===== src/rtl/pio_evt_pkg.sv =====
// Shared types for the PIO event sequencer: FSM state encoding and PIO register map.
package pio_evt_pkg;

  typedef enum logic [2:0] {
    INIT,
    IDLE,
    RD_EDGE,
    CAP_EDGE,
    CLR_EDGE,
    RD_DATA,
    CAP_DATA
  } state_t;

  localparam logic [1:0] PIO_ADDR_DATA = 2'd0;
  localparam logic [1:0] PIO_ADDR_MASK = 2'd2;
  localparam logic [1:0] PIO_ADDR_EDGE = 2'd3;

endpackage


===== src/rtl/pio_evt_fifo.sv =====
// First-word-fall-through event FIFO; head is shown combinationally and forced to zero when empty.
module pio_evt_fifo #(
  parameter int WIDTH = 20,
  parameter int DEPTH = 4
) (
  input  logic             clk,
  input  logic             reset,
  input  logic             push,
  input  logic             pop,
  input  logic [WIDTH-1:0] din,
  output logic [WIDTH-1:0] dout,
  output logic             full,
  output logic             empty
);

  localparam int AW = (DEPTH > 1) ? $clog2(DEPTH) : 1;
  localparam logic [AW-1:0] PTR_ONE  = 1;
  localparam logic [AW:0]   CNT_ONE  = 1;
  localparam logic [AW:0]   CNT_FULL = (AW+1)'(DEPTH);

  logic [WIDTH-1:0] mem [DEPTH];
  logic [AW-1:0]    wr_ptr, rd_ptr;
  logic [AW:0]      count;
  logic             do_push, do_pop;

  // A pop frees the slot in the same cycle, so a full FIFO still accepts a push alongside it.
  assign do_pop  = pop & ~empty;
  assign do_push = push & (~full | do_pop);
  assign full    = (count == CNT_FULL);
  assign empty   = (count == '0);
  assign dout    = empty ? '0 : mem[rd_ptr];

  always_ff @(posedge clk or posedge reset) begin
    if (reset) begin
      wr_ptr <= '0;
      rd_ptr <= '0;
      count  <= '0;
    end else begin
      if (do_push) wr_ptr <= wr_ptr + PTR_ONE;
      if (do_pop)  rd_ptr <= rd_ptr + PTR_ONE;
      case ({do_push, do_pop})
        2'b10:   count <= count + CNT_ONE;
        2'b01:   count <= count - CNT_ONE;
        default: count <= count;
      endcase
    end
  end

  always_ff @(posedge clk) begin
    if (do_push) mem[wr_ptr] <= din;
  end

endmodule


===== src/rtl/pio_event_sequencer.sv =====
// Avalon-MM master that services an edge-capturing PIO and queues {edges, data} events.
// Optional macro PIO_EVT_TIMESTAMP_EN adds a 16-bit cycle timestamp per event (evt_time).
module pio_event_sequencer
  import pio_evt_pkg::*;
#(
  parameter int               WIDTH      = 10,
  parameter logic [WIDTH-1:0] IRQ_MASK   = 10'h3FF,
  parameter int               FIFO_DEPTH = 4
) (
  input  logic             clk,
  input  logic             reset,
  input  logic             en,
  input  logic             pio_irq,
  output logic [1:0]       pio_address,
  output logic             pio_chipselect,
  output logic             pio_write_n,
  output logic [31:0]      pio_writedata,
  input  logic [31:0]      pio_readdata,
  output logic             evt_valid,
  input  logic             evt_ready,
  output logic [WIDTH-1:0] evt_edges,
  output logic [WIDTH-1:0] evt_data,
`ifdef PIO_EVT_TIMESTAMP_EN
  output logic [15:0]      evt_time,
`endif
  output logic             overflow,
  input  logic             ovf_clr,
  output logic             busy
);

  state_t           state, state_next;
  logic [WIDTH-1:0] edge_reg;
  logic             cs_c, wr_n_c, push_req, fifo_push, fifo_pop, fifo_full, fifo_empty;
  logic [1:0]       addr_c;
  logic [31:0]      wdata_c;
  logic             unused_readdata;

  assign unused_readdata = ^pio_readdata[31:WIDTH];

  always_ff @(posedge clk or posedge reset) begin
    if (reset) state <= INIT;
    else       state <= state_next;
  end

  // Bus strobes are decoded from the state; push_req marks a real (non-spurious) capture.
  always_comb begin
    state_next = state;
    cs_c       = 1'b0;
    wr_n_c     = 1'b1;
    addr_c     = PIO_ADDR_DATA;
    wdata_c    = '0;
    push_req   = 1'b0;
    case (state)
      INIT: begin
        cs_c       = 1'b1;
        wr_n_c     = 1'b0;
        addr_c     = PIO_ADDR_MASK;
        wdata_c    = 32'(IRQ_MASK);
        state_next = IDLE;
      end
      IDLE: if (en && pio_irq) state_next = RD_EDGE;
      RD_EDGE: begin
        cs_c       = 1'b1;
        addr_c     = PIO_ADDR_EDGE;
        state_next = CAP_EDGE;
      end
      CAP_EDGE: begin
        addr_c     = PIO_ADDR_EDGE;
        state_next = CLR_EDGE;
      end
      CLR_EDGE: begin
        cs_c       = 1'b1;
        wr_n_c     = 1'b0;
        addr_c     = PIO_ADDR_EDGE;
        wdata_c    = 32'(edge_reg);
        state_next = RD_DATA;
      end
      RD_DATA: begin
        cs_c       = 1'b1;
        state_next = CAP_DATA;
      end
      CAP_DATA: begin
        push_req   = |(edge_reg & IRQ_MASK);
        state_next = IDLE;
      end
      default: state_next = INIT;
    endcase
  end

  // Reset releases the bus at once, even though the state register already sits in INIT.
  assign pio_chipselect = cs_c & ~reset;
  assign pio_write_n    = wr_n_c | reset;
  assign pio_address    = reset ? 2'd0 : addr_c;
  assign pio_writedata  = reset ? 32'd0 : wdata_c;
  assign busy           = (state != IDLE);

  always_ff @(posedge clk or posedge reset) begin
    if (reset)                  edge_reg <= '0;
    else if (state == CAP_EDGE) edge_reg <= pio_readdata[WIDTH-1:0];
  end

  assign fifo_pop  = evt_valid & evt_ready;
  assign fifo_push = push_req;
  assign evt_valid = ~fifo_empty;

  always_ff @(posedge clk or posedge reset) begin
    if (reset)                                 overflow <= 1'b0;
    else if (ovf_clr)                          overflow <= 1'b0;
    else if (push_req && fifo_full && !fifo_pop) overflow <= 1'b1;
  end

`ifdef PIO_EVT_TIMESTAMP_EN
  localparam int EW = 2 * WIDTH + 16;
  logic [15:0] cycle_cnt, ts_reg;

  always_ff @(posedge clk or posedge reset) begin
    if (reset) begin
      cycle_cnt <= '0;
      ts_reg    <= '0;
    end else begin
      cycle_cnt <= cycle_cnt + 16'd1;
      if (state == IDLE && state_next == RD_EDGE) ts_reg <= cycle_cnt;
    end
  end

  logic [EW-1:0] fifo_din, fifo_dout;
  assign fifo_din = {ts_reg, edge_reg, pio_readdata[WIDTH-1:0]};
  assign {evt_time, evt_edges, evt_data} = fifo_dout;
`else
  localparam int EW = 2 * WIDTH;
  logic [EW-1:0] fifo_din, fifo_dout;
  assign fifo_din = {edge_reg, pio_readdata[WIDTH-1:0]};
  assign {evt_edges, evt_data} = fifo_dout;
`endif

  pio_evt_fifo #(
    .WIDTH (EW),
    .DEPTH (FIFO_DEPTH)
  ) u_fifo (
    .clk   (clk),
    .reset (reset),
    .push  (fifo_push),
    .pop   (fifo_pop),
    .din   (fifo_din),
    .dout  (fifo_dout),
    .full  (fifo_full),
    .empty (fifo_empty)
  );

endmodule


===== config.mk =====
export PLATFORM = sky130hd
export DESIGN_NAME = pio_event_sequencer
export DESIGN_NICKNAME = d
export VERILOG_FILES = /design/src/rtl/pio_evt_pkg.sv /design/src/rtl/pio_evt_fifo.sv /design/src/rtl/pio_event_sequencer.sv
export SDC_FILE = /design/constraint.sdc
export NUM_CORES = 1
export LEC_CHECK = 0
export BUFFER_PORTS_ARGS = -buffer_cell sky130_fd_sc_hd__buf_2
export CORE_MARGIN = 5
export CORE_UTILIZATION = 54
export DETAILED_ROUTE_END_ITERATION = 12
export MAX_ROUTING_LAYER = met4
export PLACE_DENSITY = 0.8
export SETUP_SLACK_MARGIN = 0.3
export SYNTH_ARGS = -nofsm -noshare
export SYNTH_HDL_FRONTEND = slang
export SYNTH_HIERARCHICAL = 1
export SYNTH_SLANG_ARGS = --single-unit

===== constraint.sdc =====
create_clock -name clk -period 3.2 [get_ports clk]
set_input_delay 0.16 -clock clk [delete_from_list [all_inputs] [get_ports clk]]
set_output_delay 0.16 -clock clk [all_outputs]
set_load 0.1 [all_outputs]

==> results.md <==
- **headroom to the max-slew limit** 52.9%
- **clock root buffer** sky130_fd_sc_hd__clkbuf_8
- **effective utilization at floorplan** 56.2%
- **slowest stage cell on the critical path** sky130_fd_sc_hd__nor4_1
- **routability-driven placement congestion ratio** 0.767
- **number of buffers inserted to repair setup after CTS** 0
- **mux cell area share after synthesis** 14.2%
- **Post-Syn Area per Cell** 16.7 um2
- **final core utilization** 62.7%
- **number of clock buffers inserted by TritonCTS** 9
- **data required time of the worst path** 3.49 ns
- **vias after detailed routing** 2,261
- **Final setup viols** 0
- **vias in the first global route** 2,336
- **worst min path class** in2reg
- **startpoint of the tightest hold check path** pio_readdata[3]
- **Post-DRT Antenna Nets** 0
- **leading cell types by total area after synthesis** sky130_fd_sc_hd__edfxtp_1, sky130_fd_sc_hd__dfrtp_1, sky130_fd_sc_hd__mux4_2
- **# DRC** 0
- **measured slew at the worst slew-check pin** 0.705 ns
- **status** complete, no violations
- **Net count, final** 364
- **Yosys Warn Count** 6
- **Max clock buf depth** 2
- **clock period minus worst slack** 2.60 ns
- **placeable core region** 0.00781 mm2
- **post-synthesis share of cell area spent on and, or, nand and nor gates** 6.76%
- **footprint of the multi-input gates** 0.00125 mm2
- **worst reg2reg path endpoint** u_fifo/count[2]
- **cell count of the worst reg-to-reg path** 10
- **height of the die** 100 um
- **Fin Setup TNS** 0 ns
- **Worst Hold Slack** 0.0320 ns
- **family with the most delay on the worst path** simple AND/OR/NAND/NOR gates
- **post-synthesis share of cell area spent on xor and xnor gates** 1.20%
- **global route total overflow** 0
- **RSZ-0062 raised after global routing** false
- **number of port buffers** 52
- **number of placement rows** 32
- **source of the worst register-to-register timing path** edge_reg[7]
- **clock-pin transition on the worst setup and hold timing paths** 0.10 ns
- **gate count of the mapped netlist** 263
- **max-cap violation count** 0
- **total clock sinks** 101
- **setup slack on the worst flop-to-flop path** 0.60 ns
- **number of buffers and inverters on the critical path** 2
- **Tcrit/Tclk final** 81.1%
- **final routed wirelength across all metal layers** 8180 um
- **count of unique library cells instantiated by Yosys** 38
- **final antenna diode count** 0
- **fraction of synthesized cell area taken by the top area cell type** 54.8%
- **end of the worst hold path** u_fifo/mem[3][3]
- **WS Path Type** reg2reg
- **achievable clock frequency** 385 MHz
- **post-synthesis share of cell area spent on full adders, half adders and majority gates** 1.88%
- **Die ar.** 0.0100 mm2
- **main combinational cell family by area after synthesis** multiplexers
- **highest cell delay on the worst timing path** 0.50 ns
- **sequential element share of the synthesized area** 66.7%
- **layout cells sized above 1** 33.5%
- **number of cells on the worst hold path** 1
- **Routed wire per std cell** 19.2 um
- **die span in x** 100 um
- **combined flip-flop and latch cell area** 0.00293 mm2
- **data arrival time of the critical path** 2.89 ns
- **synthesis-stage register bit count** 101
- **max-slew violations** 0
- **maximum number of pins on one net before global-route repair** 24
- **clock network latency to the later pin of the worst-skew pair** 0.36 ns
- **synth-to-layout area growth** 11.7%
- **beginning of the critical path** edge_reg[7]
- **startpoint class of the critical path** register
- **global-route wire length before repair** 12,900 um
- **Fin. Hold Viols** 0
- **combined area of all synthesized cells** 0.00439 mm2
- **CTS tree** built
- **DRT iter0 DRCs** 140
- **worst-path fanout max** 7
- **max FFs per register** 80
- **Critical Path, Cell by Cell** nor4_1, a311oi_1, o21a_4, inv_1, ha_1, inv_1, fa_1, xor2_1, nor2_1, xor2_1
- **synthesized-area fraction occupied by ao, oa, aoi and oai cells** 2.42%
- **critical path endpoint category** register
- **IO Pins** 97
- **number of optimization iterations in the first detailed-route pass** 4
- **aggregate global-route resource usage** 18.0%
- **fill count** 582
- **htree depth** 3
- **post-DR vias/cell** 5.30
- **detailed placer's ending HPWL** 5380 um
- **cell type with the largest total area after synthesis** sky130_fd_sc_hd__edfxtp_1
- **final worst clock skew** 0.00637 ns
- **initial antenna violation count** 0
-- worst max path at each step --
stage,slack [ns],cells past startpoint,endpoint
floorplan,0.36,3,pio_writedata[0]
global placement,0.76,10,u_fifo/count[2]
detailed placement,0.66,10,u_fifo/count[2]
CTS,0.62,10,u_fifo/count[2]
global route,0.42,10,u_fifo/count[2]
finish,0.60,10,u_fifo/count[2]
-- layer usage --
metal | GRT usage [%] | share of wire, %
met1 | 22.8 | 41
met2 | 29.5 | 53
met3 | 2.85 | 5.3
met4 | 6.74 | 1.1
met5 | - | 0
-- worst register-to-register path, cell delays in order (launching register included) --
cell	delay, ns
sky130_fd_sc_hd__dfrtp_1	0.47
sky130_fd_sc_hd__nor4_1	0.50
sky130_fd_sc_hd__a311oi_1	0.26
sky130_fd_sc_hd__o21a_4	0.21
sky130_fd_sc_hd__inv_1	0.06
sky130_fd_sc_hd__ha_1	0.18
sky130_fd_sc_hd__inv_1	0.06
sky130_fd_sc_hd__fa_1	0.38
sky130_fd_sc_hd__xor2_1	0.15
sky130_fd_sc_hd__nor2_1	0.11
sky130_fd_sc_hd__xor2_1	0.15
-- through the flow --
stage | setup slack [ns] | instances | cell area, um2
after floorplan | 0.360 | 284 | 4470
after global placement | 0.758 | 410 | 4670
after detailed placement | 0.660 | 410 | 4670
after CTS | 0.620 | 427 | 4900
after global routing | 0.423 | 427 | 4900
final | 0.604 | 427 | 4900
-- synth_stat cells --
cell type and n:
sky130_fd_sc_hd__nor2b_2 1, sky130_fd_sc_hd__buf_6 1, sky130_fd_sc_hd__mux2_4 10, sky130_fd_sc_hd__nor3_1 1, sky130_fd_sc_hd__nor4_1 2, sky130_fd_sc_hd__or2b_1 2
sky130_fd_sc_hd__nor2b_1 20, sky130_fd_sc_hd__and2_1 1, sky130_fd_sc_hd__clkbuf_1 4, sky130_fd_sc_hd__buf_2 2, sky130_fd_sc_hd__inv_1 21, sky130_fd_sc_hd__or3b_1 1
sky130_fd_sc_hd__nand2b_1 2, sky130_fd_sc_hd__xor2_1 4, sky130_fd_sc_hd__edfxtp_1 80, sky130_fd_sc_hd__ha_1 5, sky130_fd_sc_hd__or3_1 1, sky130_fd_sc_hd__nor2_1 4
sky130_fd_sc_hd__and2_2 4, sky130_fd_sc_hd__a21boi_0 1, sky130_fd_sc_hd__dfrtp_1 21, sky130_fd_sc_hd__o21ai_0 1, sky130_fd_sc_hd__o21a_4 1, sky130_fd_sc_hd__a311oi_1 1
sky130_fd_sc_hd__mux2_2 1, sky130_fd_sc_hd__a22o_1 1, sky130_fd_sc_hd__and2b_1 3, sky130_fd_sc_hd__o22ai_1 1, sky130_fd_sc_hd__mux2i_1 1, sky130_fd_sc_hd__nand2_1 4
sky130_fd_sc_hd__fa_1 1, sky130_fd_sc_hd__nor3b_1 1, sky130_fd_sc_hd__mux4_2 20, sky130_fd_sc_hd__and2_0 1, sky130_fd_sc_hd__a21oi_1 11, sky130_fd_sc_hd__xnor2_1 2
sky130_fd_sc_hd__conb_1 1, sky130_fd_sc_hd__buf_4 24
-- logic make-up after synthesis --
kind of cell,after synthesis
buffers and inverters,52
other,1
AND/OR/NAND/NOR,48
adder cells (fa/ha/maj),6
AO/OA/AOI/OAI,17
multiplexers,32
flip-flops,101
XOR/XNOR,6
-- cell type report --
cell class | count | area share, %
clock buffer | 9 | 2.53
clock inverter | 7 | 1.97
inverter | 21 | 1.61
multi-input combinational | 131 | 25.5
sequential | 101 | 59.8
tap | 102 | 2.61
timing repair buffer | 56 | 5.98
-- cells in the final DEF (no fill, tap or decap), types with 9 or more instances in the layout --
cell type,n
sky130_fd_sc_hd__buf_2,52
sky130_fd_sc_hd__conb_1,22
sky130_fd_sc_hd__nor2b_1,20
sky130_fd_sc_hd__mux2_4,10
sky130_fd_sc_hd__mux4_2,20
sky130_fd_sc_hd__clkbuf_8,9
sky130_fd_sc_hd__a21oi_1,11
sky130_fd_sc_hd__dfrtp_1,21
sky130_fd_sc_hd__edfxtp_1,80
sky130_fd_sc_hd__inv_1,21
-- what timing repair did --
item,4_1_cts,5_1_grt
hold buffers,1,0
endpoints found under the setup margin,0,0
endpoints found under the hold margin,21,0
resized for setup,0,0
Power is left out: the tool's default activity adds up to more than one toggle a clock period on the data nets, which glitch-free logic cannot reach.
